$ cat src/rtl/cond_unit_if.sv
// Decoder-to-condition-stage bundle: raw write requests and ALU flags in,
// qualified datapath strobes and architectural flags out.
interface cond_unit_if;
    logic [3:0] Cond;
    logic [3:0] ALUFlags;
    logic [1:0] FlagW;
    logic       PCS;
    logic       NextPC;
    logic       RegW;
    logic       MemW;
    logic       PCWrite;
    logic       RegWrite;
    logic       MemWrite;
    logic [3:0] Flags;
    logic       CondExDelayed;

    modport master (
        output Cond, ALUFlags, FlagW, PCS, NextPC, RegW, MemW,
        input  PCWrite, RegWrite, MemWrite, Flags, CondExDelayed
    );

    modport slave (
        input  Cond, ALUFlags, FlagW, PCS, NextPC, RegW, MemW,
        output PCWrite, RegWrite, MemWrite, Flags, CondExDelayed
    );
endinterface

$ cat src/rtl/cond_unit.sv
// Conditional-execution stage: NZCV register, ARM condition evaluation and
// one-cycle-delayed qualification of the multicycle FSM write strobes.
module cond_unit #(
    parameter bit COND_1111_EXEC = 1'b0
) (
    input  logic        clk,
    input  logic        reset,
    cond_unit_if.slave  bus
);
    logic [3:0] flags_q;
    logic       cond_ex_q;
    logic       cond_ex;
    logic       n, z, c, v;

    assign {n, z, c, v} = flags_q;

    // Evaluated from the registered flags only, so a flag write in the same
    // cycle cannot influence its own condition check.
    always_comb begin
        cond_ex = 1'b0;
        unique case (bus.Cond)
            4'b0000: cond_ex = z;
            4'b0001: cond_ex = ~z;
            4'b0010: cond_ex = c;
            4'b0011: cond_ex = ~c;
            4'b0100: cond_ex = n;
            4'b0101: cond_ex = ~n;
            4'b0110: cond_ex = v;
            4'b0111: cond_ex = ~v;
            4'b1000: cond_ex = c & ~z;
            4'b1001: cond_ex = ~c | z;
            4'b1010: cond_ex = (n == v);
            4'b1011: cond_ex = (n != v);
            4'b1100: cond_ex = ~z & (n == v);
            4'b1101: cond_ex = z | (n != v);
            4'b1110: cond_ex = 1'b1;
            4'b1111: cond_ex = COND_1111_EXEC;
            default: cond_ex = 1'b0;
        endcase
    end

    always_ff @(posedge clk or negedge reset) begin
        if (!reset) begin
            flags_q   <= 4'b0000;
            cond_ex_q <= 1'b0;
        end else begin
            if (bus.FlagW[1] && cond_ex) flags_q[3:2] <= bus.ALUFlags[3:2];
            if (bus.FlagW[0] && cond_ex) flags_q[1:0] <= bus.ALUFlags[1:0];
            cond_ex_q <= cond_ex;
        end
    end

    // NextPC bypasses the condition so an annulled instruction still advances.
    assign bus.PCWrite       = (bus.PCS & cond_ex_q) | bus.NextPC;
    assign bus.RegWrite      = bus.RegW & cond_ex_q;
    assign bus.MemWrite      = bus.MemW & cond_ex_q;
    assign bus.Flags         = flags_q;
    assign bus.CondExDelayed = cond_ex_q;
endmodule

$ cat src/flat_wrapper.sv
// flat-port wrapper written by rule: the top's interface ports become plain ports
module cond_unit_flat 
#(
    parameter bit COND_1111_EXEC = 1'b0
)
  (clk, reset, bus_Cond, bus_ALUFlags, bus_FlagW, bus_PCS, bus_NextPC, bus_RegW, bus_MemW, bus_PCWrite, bus_RegWrite, bus_MemWrite, bus_Flags, bus_CondExDelayed);
  cond_unit_if bus_i ();
  input  logic clk;
  input  logic reset;
  input wire logic [$bits(bus_i.Cond)-1:0] bus_Cond;
  input wire logic [$bits(bus_i.ALUFlags)-1:0] bus_ALUFlags;
  input wire logic [$bits(bus_i.FlagW)-1:0] bus_FlagW;
  input wire logic [$bits(bus_i.PCS)-1:0] bus_PCS;
  input wire logic [$bits(bus_i.NextPC)-1:0] bus_NextPC;
  input wire logic [$bits(bus_i.RegW)-1:0] bus_RegW;
  input wire logic [$bits(bus_i.MemW)-1:0] bus_MemW;
  output wire logic [$bits(bus_i.PCWrite)-1:0] bus_PCWrite;
  output wire logic [$bits(bus_i.RegWrite)-1:0] bus_RegWrite;
  output wire logic [$bits(bus_i.MemWrite)-1:0] bus_MemWrite;
  output wire logic [$bits(bus_i.Flags)-1:0] bus_Flags;
  output wire logic [$bits(bus_i.CondExDelayed)-1:0] bus_CondExDelayed;
  assign bus_i.Cond = bus_Cond;
  assign bus_i.ALUFlags = bus_ALUFlags;
  assign bus_i.FlagW = bus_FlagW;
  assign bus_i.PCS = bus_PCS;
  assign bus_i.NextPC = bus_NextPC;
  assign bus_i.RegW = bus_RegW;
  assign bus_i.MemW = bus_MemW;
  assign bus_PCWrite = bus_i.PCWrite;
  assign bus_RegWrite = bus_i.RegWrite;
  assign bus_MemWrite = bus_i.MemWrite;
  assign bus_Flags = bus_i.Flags;
  assign bus_CondExDelayed = bus_i.CondExDelayed;
  cond_unit #(.COND_1111_EXEC(COND_1111_EXEC)) u_core (.clk(clk), .reset(reset), .bus(bus_i));
endmodule
$ cat config.mk
export PLATFORM = sky130hd
export DESIGN_NAME = cond_unit_flat
export DESIGN_NICKNAME = d
export VERILOG_FILES = /design/src/rtl/cond_unit_if.sv /design/src/rtl/cond_unit.sv /design/src/flat_wrapper.sv
export SDC_FILE = /design/constraint.sdc
export NUM_CORES = 1
export LEC_CHECK = 0
export CAP_MARGIN = 0
export CORE_UTILIZATION = 25
export CTS_BUF_LIST = sky130_fd_sc_hd__clkbuf_16
export DETAILED_ROUTE_END_ITERATION = 10
export GPL_ROUTABILITY_DRIVEN = 1
export GPL_TIMING_DRIVEN = 1
export PLACE_DENSITY = 0.58
export SETUP_SLACK_MARGIN = 0.4
export SYNTH_ARGS = -nofsm -noshare
export SYNTH_HDL_FRONTEND = slang
export SYNTH_SLANG_ARGS = --single-unit
$ cat constraint.sdc
create_clock -name clk -period 5.2 [get_ports clk]
set_clock_uncertainty 0.15 [all_clocks]
set_input_delay 1.04 -clock clk [delete_from_list [all_inputs] [get_ports clk]]
set_output_delay 1.04 -clock clk [all_outputs]
set_load 0.02 [all_outputs]
### Word level (Yosys, flattened, before mapping)

Index checks and enable logic that the tools add are counted.

| cells by class | value |
|---|---|
| $add $sub $neg | 0 |
| $mul | 0 |
| div/mod/pow operators | 0 |
| order comparisons | 0 |
| equal/unequal tests | 17 |
| shift-type cells | 0 |
| muxes and demuxes | 1 |
| bitwise gates (word level) | 12 |
| reductions and logical operators | 3 |

Operators by type and width:

| kind | count |
|---|---|
| $eq 4x4->1 const B | 8 |
| $eq 4x3->1 const B | 4 |
| $pmux 1 s16 | 1 |
| $eq 4x2->1 const B | 2 |
| $and 1x1->1 | 5 |
| $eq 4x1->1 const B | 1 |
| $logic_not 4->1 | 1 |
| $not 1->1 | 4 |
| $or 1x1->1 | 3 |
| $logic_and 1x1->1 | 2 |
| $eq 1x1->1 | 1 |
| $ne 1x1->1 | 1 |

| word-level totals | value |
|---|---|
| bits in registers | 5 |
| latch bits | 0 |
| memory bits (writable) | 0 |
| bits in read-only memories | 0 |
| bits of input ports | 16 |
| output and inout bits | 8 |
| logic and storage cells | 36 |
| memories kept | 0 |

### Logic depth before layout (Yosys ltp)

Gate-level depths: netlist (run 1).

| logic depth | value |
|---|---|
| depth after elaboration | 4 |
| mapped depth | 6 |

### Worst setup path after synthesis (run 1)

Ideal clock, no wire load.

| timing | value |
|---|---|
| path type | in2reg |
| start | input port bus_Cond[0] |
| end | register u_core.flags_q[0], in the netlist u_core.bus.Flags[0] |
| library setup time | 0.128 ns |
| arrival time | 2.472 ns |
| data required time | 4.922 ns |
| slack | 2.451 ns |
| stages | 6 |
| buffers on the path | 1 |
| cell sequence | buf_6 or4b_1 o211ai_2 a2111oi_4 nor3_2 mux2_1 |

| on the way | value |
|---|---|
| longest elaborated chain between the ends | 3 |
| elaborated cells between the ends (all ways) | 18 |

Ends and longest elaborated chain:

| what | line | text |
|---|---|---|
| start, declared | flat_wrapper.sv:10 | `input wire logic [$bits(bus_i.Cond)-1:0] bus_Cond;` |
| $eq 4x4->1 (tied with other cells) | cond_unit.sv:21 | `unique case (bus.Cond)` |
| $pmux 1 s16 (*) | cond_unit.sv:21 |  |
| $logic_and 1x1->1 (*) | cond_unit.sv:48 | `if (bus.FlagW[0] && cond_ex) flags_q[1:0] <= bus.ALUFlags[1:0];` |
| end signal, assigned | cond_unit.sv:48 |  |
| end, declared | cond_unit.sv:10 | `logic [3:0] flags_q;` |

Every way passes the cells marked *; elsewhere a longest branch is shown, timed or not.
A chain may end at the register's enable or synchronous reset.

### Worst setup path in the final report (run 1)

| timing | value |
|---|---|
| start | input port bus_RegW |
| end | output port bus_RegWrite |

| on the way | value |
|---|---|
| longest elaborated chain between the ends | 1 |

Ends and longest elaborated chain:

| what | line | text |
|---|---|---|
| start, declared | flat_wrapper.sv:15 | `input wire logic [$bits(bus_i.RegW)-1:0] bus_RegW;` |
| $and 1x1->1 | cond_unit.sv:55 | `assign bus.RegWrite = bus.RegW & cond_ex_q;` |
| end, declared | flat_wrapper.sv:18 | `output wire logic [$bits(bus_i.RegWrite)-1:0] bus_RegWrite;` |

Every way passes these cells.

==> metrics, run 1 <==
outcome=finished, final reports clean; P_leak=0.316 nW; HP Class=register to register; DR pass1 iterations=3; Yosys top cell by area=dfrtp_1; Seq pwr share=0.228; path length in cells of the critical path=3; min cycle time layout=between 3000 and 4000 ps; Clk Latency, worst-skew pair=between 200 and 250 ps; largest cells by area after synthesis=dfrtp_1 (26%), mux2_1 (9.4%), a2111oi_4 (5.7%); sequential area share after synthesis=0.261; chip width=45.8 microns; mux cell area share after synthesis=0.115; Yosys cell types=29; Logic pwr share=0.437; initial antenna violation count=0; Slew Limit Fails=0; arrival time worst endpoint=between 2000 and 2500 ps; Syn Inst Count=47; Switching Share=0.342; Port-buffer cells=23; first-pass GRT wire length=1.87 mm; # setup viols final=0; Sequential Area=~130 sq um; clock tree root driver cell=clkbuf_16; largest fanout on the critical path=1; simple-gate share of the synthesized area=0.282; area fraction of the dominant cell type after synthesis=0.261; dpl cell area=713 sq um; RSZ-0062 raised after global routing=no; Cell Pwr Density=476 mW/mm^2; htree depth=1; max cap viols=0; crit path launch=bus_RegW; Post-Synth Adder-Cell Area=0; worst r2r src=u_core.bus.Flags[2]$_DFFE_PN0P_; worst reg2reg endpoint=u_core.bus.Flags[2]$_DFFE_PN0P_; main flop type after synthesis=dfrtp_1; Crit. End Element=output pin; Synth warnings=0; Worst setup endpoint=bus_RegWrite; DRC marker count from the first detailed-route iteration=3; Pint=0.248 mW; period utilisation layout=0.652; worst vdd ir=0.463 mV; # hold bufs at CTS=0; Layout Nets=88; Vias/cell=4.63; number of global-route vias before repair=410; Final Cell Area=792 sq um; cts repair resizes=0; TritonCTS clock tree=done; CTS Buf Count=3; relative slew slack=0.753; synthesized area per cell=10.2 sq um; Syn Std Cell Area=479 sq um; Total Routing Usage GR=0.132; fin util=0.449; post-synth net total=63; post-CTS setup buffers=0; Clock Sinks=5; Initial Util=0.272; Placer Congestion=0.789; main combinational cell family by area after synthesis=simple AND/OR/NAND/NOR gates; Worst Path Required=4010 ps; DRC Markers=0; pin count of the biggest net entering global routing=11; hold path startpoint=u_core.bus.Flags[1]$_DFFE_PN0P_; Peak Freq=between 0.2 and 0.3 GHz; Top delay family on crit path=buffers and inverters; worst-path cell chain=clkdlybuf4s50_1 > and2_1 > clkdlybuf4s50_1; Die Y-Extent=45.8 microns; most frequent cell after synthesis=dfrtp_1; Via Count=444; dpl hpwl=~940 microns; Post-synth top cells=dfrtp_1 (5), mux2_1 (4); Routed Antenna Nets=0; core area=0.00176 sq mm; Die Area=0.00210 sq mm; post-synthesis compound-gate area fraction=0.178; Yosys reg bits=5; Clock Path Buffers=2; filler cell count=180; FF-to-FF path depth=5; ys async rst share=1.00; Worst-path clk slew=30 ps; EDFF count, synth=0; Psw=~0.13 mW; gr ovfl total=0; hold_ws=406 ps; setup TNS=0 ps; final wirelength=about 1.2 mm; final hold violation count=0; critical path's slowest cell=clkdlybuf4s50_1; Tightest Pin Transition=between 300 and 400 ps; share of cells above drive strength 1=0.113; clock network power share=0.335; cell mode on critical path=clkdlybuf4s50_1; critical path class=primary input to output pin; startpoint types=primary input; I/O pin count=24; wire per inst=12.4 microns; Buf/Inv on CP=2; # diodes=0; R2R Setup Slk=approximately 3000 ps; Worst path max stage delay=600 ps; Synth Area in XOR/XNOR=0.0836; row count=15; area of the multi-input gates=315 sq um; Area growth syn-to-layout=65.3%
==> cells in the final DEF, fill, tap and decap left out <==
| cell type | synthesis | layout |
|---|---|---|
| nand2_1 | 3 | 3 |
| clkbuf_16 | 0 | 3 |
| xnor2_1 | 1 | 1 |
| clkdlybuf4s50_1 | 0 | 23 |
| a21o_1 | 1 | 1 |
| o21ai_0 | 1 | 1 |
| xor2_1 | 1 | 1 |
| mux2i_1 | 1 | 1 |
| nor3_1 | 3 | 3 |
| xnor3_1 | 1 | 1 |
| or4b_1 | 1 | 1 |
| or4bb_1 | 1 | 1 |
| a21oi_1 | 1 | 1 |
| nor2_1 | 1 | 1 |
| inv_1 | 3 | 4 |
| and2_1 | 2 | 2 |
| o211ai_2 | 1 | 1 |
| nor3b_1 | 1 | 1 |
| a31oi_1 | 1 | 1 |
| nor3_2 | 2 | 2 |
| and4b_1 | 1 | 1 |
| mux2_1 | 4 | 4 |
| dfrtp_1 | 5 | 5 |
| a2111oi_4 | 1 | 1 |
| nand3_1 | 1 | 1 |
| a311oi_1 | 1 | 1 |
| nand2b_1 | 1 | 1 |
| a211oi_2 | 1 | 1 |
| nand3b_1 | 3 | 3 |
==> power by group through the flow <==
stage / clock network [mW] / registers [mW] / logic [mW]
2_1_floorplan: 0 / 0.100 / 0.0811
4_1_cts: 0.129 / 0.0867 / 0.167
6_report: 0.126 / 0.0861 / 0.165
5_1_grt: 0.132 / 0.0903 / 0.176
3_5_place_dp: 0 / 0.0882 / 0.165
3_3_place_gp: 0 / 0.0866 / 0.164
==> routing by layer <==
metal	up-vias	share of wire	wire length [microns]	GRT usage
li1	221	-	-	-
met1	213	0.40	474	0.155
met2	8	0.55	657	0.209
met3	2	0.038	45	0.0595
met4	0	0.010	12	0.0529
met5	-	0	0	0
==> worst reg2reg max path, cell delays in order (launching register included) <==
cell       delay, ps
dfrtp_1          450
or4b_1           550
o211ai_2         220
a2111oi_4         90
nor3_2           240
mux2_1           360
==> final cells by class <==
| type | count | share of cell area |
|---|---|---|
| Clock inverter | 1 | 0.00474 |
| Multi-Input combinational cell | 36 | 0.398 |
| Timing Repair Buffer | 23 | 0.291 |
| Sequential cell | 5 | 0.158 |
| Tap cell | 25 | 0.0395 |
| Clock buffer | 3 | 0.0948 |
| Inverter | 3 | 0.0142 |
==> kinds of logic (layout without fill, tap and decap cells) <==
logic type	count (synthesis)	in the layout
flip-flops	5	5
buffers and inverters	6	30
multiplexers	5	5
XOR/XNOR	3	3
AND/OR/NAND/NOR	20	20
AO/OA/AOI/OAI	8	8
==> flip-flops by register name (all words and copies together) (netlist names) <==
name and cells:
u_core.bus.Flags 4, u_core.bus.CondExDelayed 1
==> worst min-delay path by stage <==
stage / endpoint / cells past startpoint / slack (ps)
after floorplan: u_core.bus.Flags[1]$_DFFE_PN0P_ / 1 / 500
after global placement: u_core.bus.Flags[1]$_DFFE_PN0P_ / 1 / 390
after detailed placement: u_core.bus.Flags[1]$_DFFE_PN0P_ / 1 / 400
after CTS: u_core.bus.Flags[1]$_DFFE_PN0P_ / 1 / 410
after global routing: u_core.bus.Flags[1]$_DFFE_PN0P_ / 1 / 430
final: u_core.bus.Flags[1]$_DFFE_PN0P_ / 1 / 410
==> per-stage QoR <==
stage | total power, mW | instances | setup WS [ps]
after floorplan | 0.181 | 47 | 2450
after CTS | 0.382 | 96 | 1800
after detailed placement | 0.253 | 92 | 1800
final | 0.377 | 96 | 1810
after global placement | 0.251 | 92 | 1810
after global routing | 0.398 | 96 | 1770
Power figures use the tool's default switching activity.
==> run 2: changes to the inputs <==
--- a/config.mk
+++ b/config.mk
@@ -11,7 +11,7 @@
 export DETAILED_ROUTE_END_ITERATION = 10
 export GPL_ROUTABILITY_DRIVEN = 1
 export GPL_TIMING_DRIVEN = 1
-export PLACE_DENSITY = 0.58
+export PLACE_DENSITY = 0.6
 export SETUP_SLACK_MARGIN = 0.4
 export SYNTH_ARGS = -nofsm -noshare
 export SYNTH_HDL_FRONTEND = slang
==> constraint.sdc (replaced) <==
create_clock -name clk -period 2.75 [get_ports clk]
set_clock_uncertainty 0.15 [all_clocks]
set_input_delay 0.55 -clock clk [delete_from_list [all_inputs] [get_ports clk]]
set_output_delay 0.55 -clock clk [all_outputs]
set_load 0.02 [all_outputs]
==> run 2 against run 1 <==
  * Sequential power rose by 90%
  * Count of clock-buffer cells in the layout did not move
  * Critical path depth rose by 3
  * Core utilization rose by 2.3 points
  * Worst setup slack got worse by 1300 ps
  * Register-to-register slack got worse by 2400 ps
  * Non-clock buffer count rose by 5
  * Critical path type is now primary input to register
  * Highest routed layer unchanged
==> metrics, run 2 (synthesis results as in run 1) <==
dpl hpwl=974 microns; final hold violation count=0; number of global-route vias before repair=around 480; Psw=0.246 mW; P_leak=0.359 nW; Total Routing Usage GR=0.143; pin count of the biggest net entering global routing=9; core area=0.00176 sq mm; Cell Pwr Density=857 mW/mm^2; Tightest Pin Transition=349 ps; Area growth syn-to-layout=73.6%; Clock Sinks=5; share of cells above drive strength 1=0.197; Worst-path clk slew=30 ps; # diodes=0; arrival time worst endpoint=2200 ps; Crit. End Element=register; fin util=0.472; setup slack after placement=~7.4 ps; chip width=45.8 microns; Switching Share=0.344; Logic pwr share=0.439; HP Class=primary input to async pin; final worst slack=502 ps; initial antenna violation count=0; post-CTS setup buffers=0; Worst Path Required=2700 ps; max cap viols=0; Routed Antenna Nets=0; wire per inst=12.1 microns; DRC marker count from the first detailed-route iteration=7; Vias/cell=4.55; relative slew slack=0.767; CTS Buf Count=3; gr ovfl total=0; critical path class=primary input to register; Seq pwr share=0.229; Initial Util=0.272; I/O pin count=24; clock tree root driver cell=clkbuf_16; TritonCTS clock tree=done; first-pass GRT wire length=2.04 mm; Placer Congestion=between 0.7 and 0.8; row count=15; # setup viols final=0; clock network power share=0.331; Layout Nets=93; DRC Markers=0; commonest non-fill, non-tap cells in the layout=clkdlybuf4s50_1 (16), dlygate4sd2_1 (6), buf_4 (5), dfrtp_1 (5); Peak Freq=~0.44 GHz; DR pass1 iterations=3; Via Count=460; Clk Latency, worst-skew pair=about 230 ps; startpoint types=primary input; Port-buffer cells=23; Clock Path Buffers=2; Pint=0.467 mW; # hold bufs at CTS=0; min cycle time layout=about 2200 ps; setup TNS=0 ps; Die Area=~0.0021 sq mm; htree depth=1; RSZ-0062 raised after global routing=no; max reg flops=4; largest fanout on the critical path=5; period utilisation layout=0.817; final wirelength=1.22 mm; Die Y-Extent=45.8 microns; worst vdd ir=0.492 mV; most common cell after layout, fill and taps aside=clkdlybuf4s50_1; Slew Limit Fails=0; outcome=finished, final reports clean
-- run 2: power groups by stage --
| stage | Sequential [mW] | Clock (mW) | Combinational, mW |
|---|---|---|---|
| global placement | 0.166 | 0 | 0.319 |
| CTS | 0.164 | 0.240 | 0.317 |
| floorplan | 0.190 | 0 | 0.153 |
| finish | 0.164 | 0.236 | 0.313 |
| global route | 0.173 | 0.247 | 0.341 |
| detailed placement | 0.164 | 0 | 0.323 |
-- run 2: path summary, 6_finish.rpt --
kind	from	slack (ps)	to	cells past startpoint
worst max-delay path	bus_Cond[0]	500	u_core.bus.Flags[0]$_DFFE_PN0P_	6
worst min-delay path	reset	400	u_core.bus.CondExDelayed$_DFF_PN0_	1
worst max register to register	u_core.bus.Flags[2]$_DFFE_PN0P_	640	u_core.bus.Flags[0]$_DFFE_PN0P_	5
worst min register to register	u_core.bus.Flags[1]$_DFFE_PN0P_	410	u_core.bus.Flags[1]$_DFFE_PN0P_	1
max in group asynchronous	reset	1860	u_core.bus.Flags[3]$_DFFE_PN0P_	1
min in group clk	u_core.bus.Flags[1]$_DFFE_PN0P_	410	u_core.bus.Flags[1]$_DFFE_PN0P_	1
-- run 2: routing by layer --
metal,wire length (microns),share of wire,track usage
met5,0,0,0
met4,34,0.028,0.106
met3,43,0.035,0.0595
met2,595,0.49,0.211
met1,547,0.45,0.164
-- run 2: final cells by class --
cell class                      count  area (sq um)
Clock inverter                      1          3.75
Fill cell                         184           932
Multi-Input combinational cell     36           323
Clock buffer                        3          75.1
Sequential cell                     5           125
Inverter                            3          11.3
Timing Repair Buffer               28           263
Tap cell                           25          31.3
-- run 2: through the flow --
stage	std cells	hold slack, ps	power [mW]	instance area (sq um)
final	101	398	0.713	832
after global routing	101	414	0.760	832
after CTS	101	406	0.720	826
after detailed placement	97	403	0.487	751
after global placement	97	400	0.485	751
after floorplan	47	104	0.343	479
-- run 2: repair_timing --
item / in CTS / in global routing
resized for setup: 7 / 2
setup endpoints to repair: 7 / 4
pin swaps: 4 / 1
-- run 2: worst max-delay path, stage by stage --
cell	delay [ps]
dlygate4sd2_1	280
or4b_4	550
o211ai_2	220
a2111oi_4	70
nor3_2	190
mux2_1	340
==> run 3: changes to the inputs <==
==> constraint.sdc (replaced) <==
create_clock -name clk -period 1.8 [get_ports clk]
set_clock_uncertainty 0.15 [all_clocks]
set_input_delay 0.36 -clock clk [delete_from_list [all_inputs] [get_ports clk]]
set_output_delay 0.36 -clock clk [all_outputs]
set_load 0.02 [all_outputs]
==> run 3 against run 2 <==
  * The flow now finishes with violations (setup timing)
  * Hold slack got worse by 180 ps
  * Register-to-register slack got worse by 900 ps
  * Power increased by 100%
  * Critical path depth decreased by 1
  * Non-clock buffer count increased by 14
  * Sequential cell count unchanged
  * Routed wire length increased by 21%
  * First-iteration DRC count decreased by 43%
  * Final area increased by 22%
  * Count of clock-buffer cells in the layout unchanged
  * Global-route usage decreased by 1.1 points
  * Die area unchanged
  * Critical path type is now register to register
  * Critical endpoint unchanged
==> metrics, run 3 (synthesis results as in run 1) <==
outcome=complete, but fails checks; failing checks=setup timing; largest fanout on the critical path=3; Final Cell Area=0.00101 sq mm; htree depth=1; dpl cell area=805 sq um; Logic pwr share=0.590; DRC marker count from the first detailed-route iteration=4; chip width=45.8 microns; final worst slack=-264 ps; Finished Layout Cells=115; total power=1.45 mW; Cell Pwr Density=1430 mW/mm^2; Crit. End Element=register; core area=0.00176 sq mm; Seq pwr share=0.162; gr ovfl total=0; Port-buffer cells=23; Worst-path clk slew=30 ps; number of global-route vias before repair=446; Vias/cell=between 4 and 5; Slew Limit Fails=0; Worst path max stage delay=540 ps; filler cell count=168; dpl hpwl=between 1 and 1.5 mm; RSZ-0062 raised after global routing=yes; DRC Markers=0; final wirelength=1.48 mm; DRT met1 WL=674 microns; Total Routing Usage GR=0.132; pin count of the biggest net entering global routing=9; first-pass GRT wire length=1.89 mm; WL met2=~750 microns; CTS Buf Count=3; Clock Sinks=5; # setup viols final=4; wire per inst=12.8 microns; Via Count=529; Placer Congestion=0.787; Switching Share=0.329; Routed Antenna Nets=0; # hold bufs at CTS=0; arrival time worst endpoint=2020 ps; Initial Util=0.272; critical path class=register to register; worst-path cell chain=or4b_4 > o211ai_4 > a2111oi_4 > nor3_2 > mux2_1; initial antenna violation count=0; Post-Place Cells=104; DR pass1 iterations=3; critical path's slowest cell=or4b_4; row count=15; max cap viols=0; min cycle time layout=2060 ps; area of the multi-input gates=between 300 and 400 sq um; max reg flops=4; commonest non-fill, non-tap cells in the layout=buf_6 (14), buf_4 (11), clkdlybuf4s50_1 (8), dlygate4sd2_1 (5), inv_1 (4); Clock Path Buffers=2; P_leak=0.453 nW; HP Class=primary input to async pin; clock tree root driver cell=clkbuf_16; Peak Freq=0.484 GHz; # diodes=0; setup TNS=-900 ps; Worst Path Required=about 1800 ps; Die Y-Extent=between 40 and 50 microns; Die Area=0.00210 sq mm; Psw=0.477 mW; period utilisation layout=1.15; most common cell after layout, fill and taps aside=buf_6; TritonCTS clock tree=done; Pint=0.971 mW; Sequential Area=128 sq um; setup slack after placement=-742 ps; Layout Nets=about 110; relative slew slack=0.713; Area growth syn-to-layout=112%; DR top layer=met3; Clk Latency, worst-skew pair=230 ps; startpoint types=register; I/O pin count=24; worst vdd ir=0.927 mV; Tightest Pin Transition=430 ps; routed wl met3=49 microns; share of cells above drive strength 1=0.533; clock network power share=0.248; final hold violation count=0
run 3: routing by layer:
layer,track usage,vias to the layer above
li1,-,258
met3,0.0476,0
met4,0.0353,0
met2,0.206,9
met1,0.172,262
met5,0,-
run 3: path summary, 6_finish.rpt:
kind                                                           end  depth (start not counted)                            start  slack, ps
worst max-delay path               u_core.bus.Flags[0]$_DFFE_PN0P_                          5  u_core.bus.Flags[0]$_DFFE_PN0P_       -260
worst min-delay path            u_core.bus.CondExDelayed$_DFF_PN0_                          1                            reset        220
worst max register to register     u_core.bus.Flags[0]$_DFFE_PN0P_                          5  u_core.bus.Flags[0]$_DFFE_PN0P_       -260
worst min register to register     u_core.bus.Flags[1]$_DFFE_PN0P_                          1  u_core.bus.Flags[1]$_DFFE_PN0P_        400
max in group asynchronous          u_core.bus.Flags[2]$_DFFE_PN0P_                          1                            reset       1060
min in group clk                   u_core.bus.Flags[1]$_DFFE_PN0P_                          1  u_core.bus.Flags[1]$_DFFE_PN0P_        400
run 3: area by class of cell:
| class | instances | area share |
|---|---|---|
| Timing Repair Buffer | 42 | 0.383 |
| Inverter | 3 | 0.0111 |
| Tap cell | 25 | 0.0308 |
| Sequential cell | 5 | 0.126 |
| Clock buffer | 3 | 0.0740 |
| Multi-Input combinational cell | 36 | 0.371 |
| Clock inverter | 1 | 0.00370 |
run 3: stage by stage:
step	util	hold WS [ps]
2_1_floorplan	-	-85.6
3_3_place_gp	0.456	384
3_5_place_dp	0.456	404
4_1_cts	0.516	223
5_1_grt	0.575	226
6_report	0.575	217
run 3: repair_timing:
| action | CTS | global route |
|---|---|---|
| setup buffers | 2 | 5 |
| setup endpoints to repair | 13 | 11 |
| cloned | 0 | 0 |
| pin swaps | 8 | 11 |
| gates resized for setup | 60 | 17 |
run 3: worst max-delay path: cells and delay by family, from the launching register on:
kind / cells / cell delay [ps]
and+or+nand+nor: 2 / 770
DFF: 1 / 390
muxes: 1 / 340
AOI/OAI and AO/OA: 2 / 290
run 3: power by group through the flow:
stage | sequential (mW) | combinational [mW] | clock [mW]
6_report | 0.235 | 0.854 | 0.359
5_1_grt | 0.243 | 0.904 | 0.376
4_1_cts | 0.228 | 0.675 | 0.361
3_5_place_dp | 0.223 | 0.613 | 0
3_3_place_gp | 0.224 | 0.609 | 0
2_1_floorplan | 0.292 | 0.235 | 0
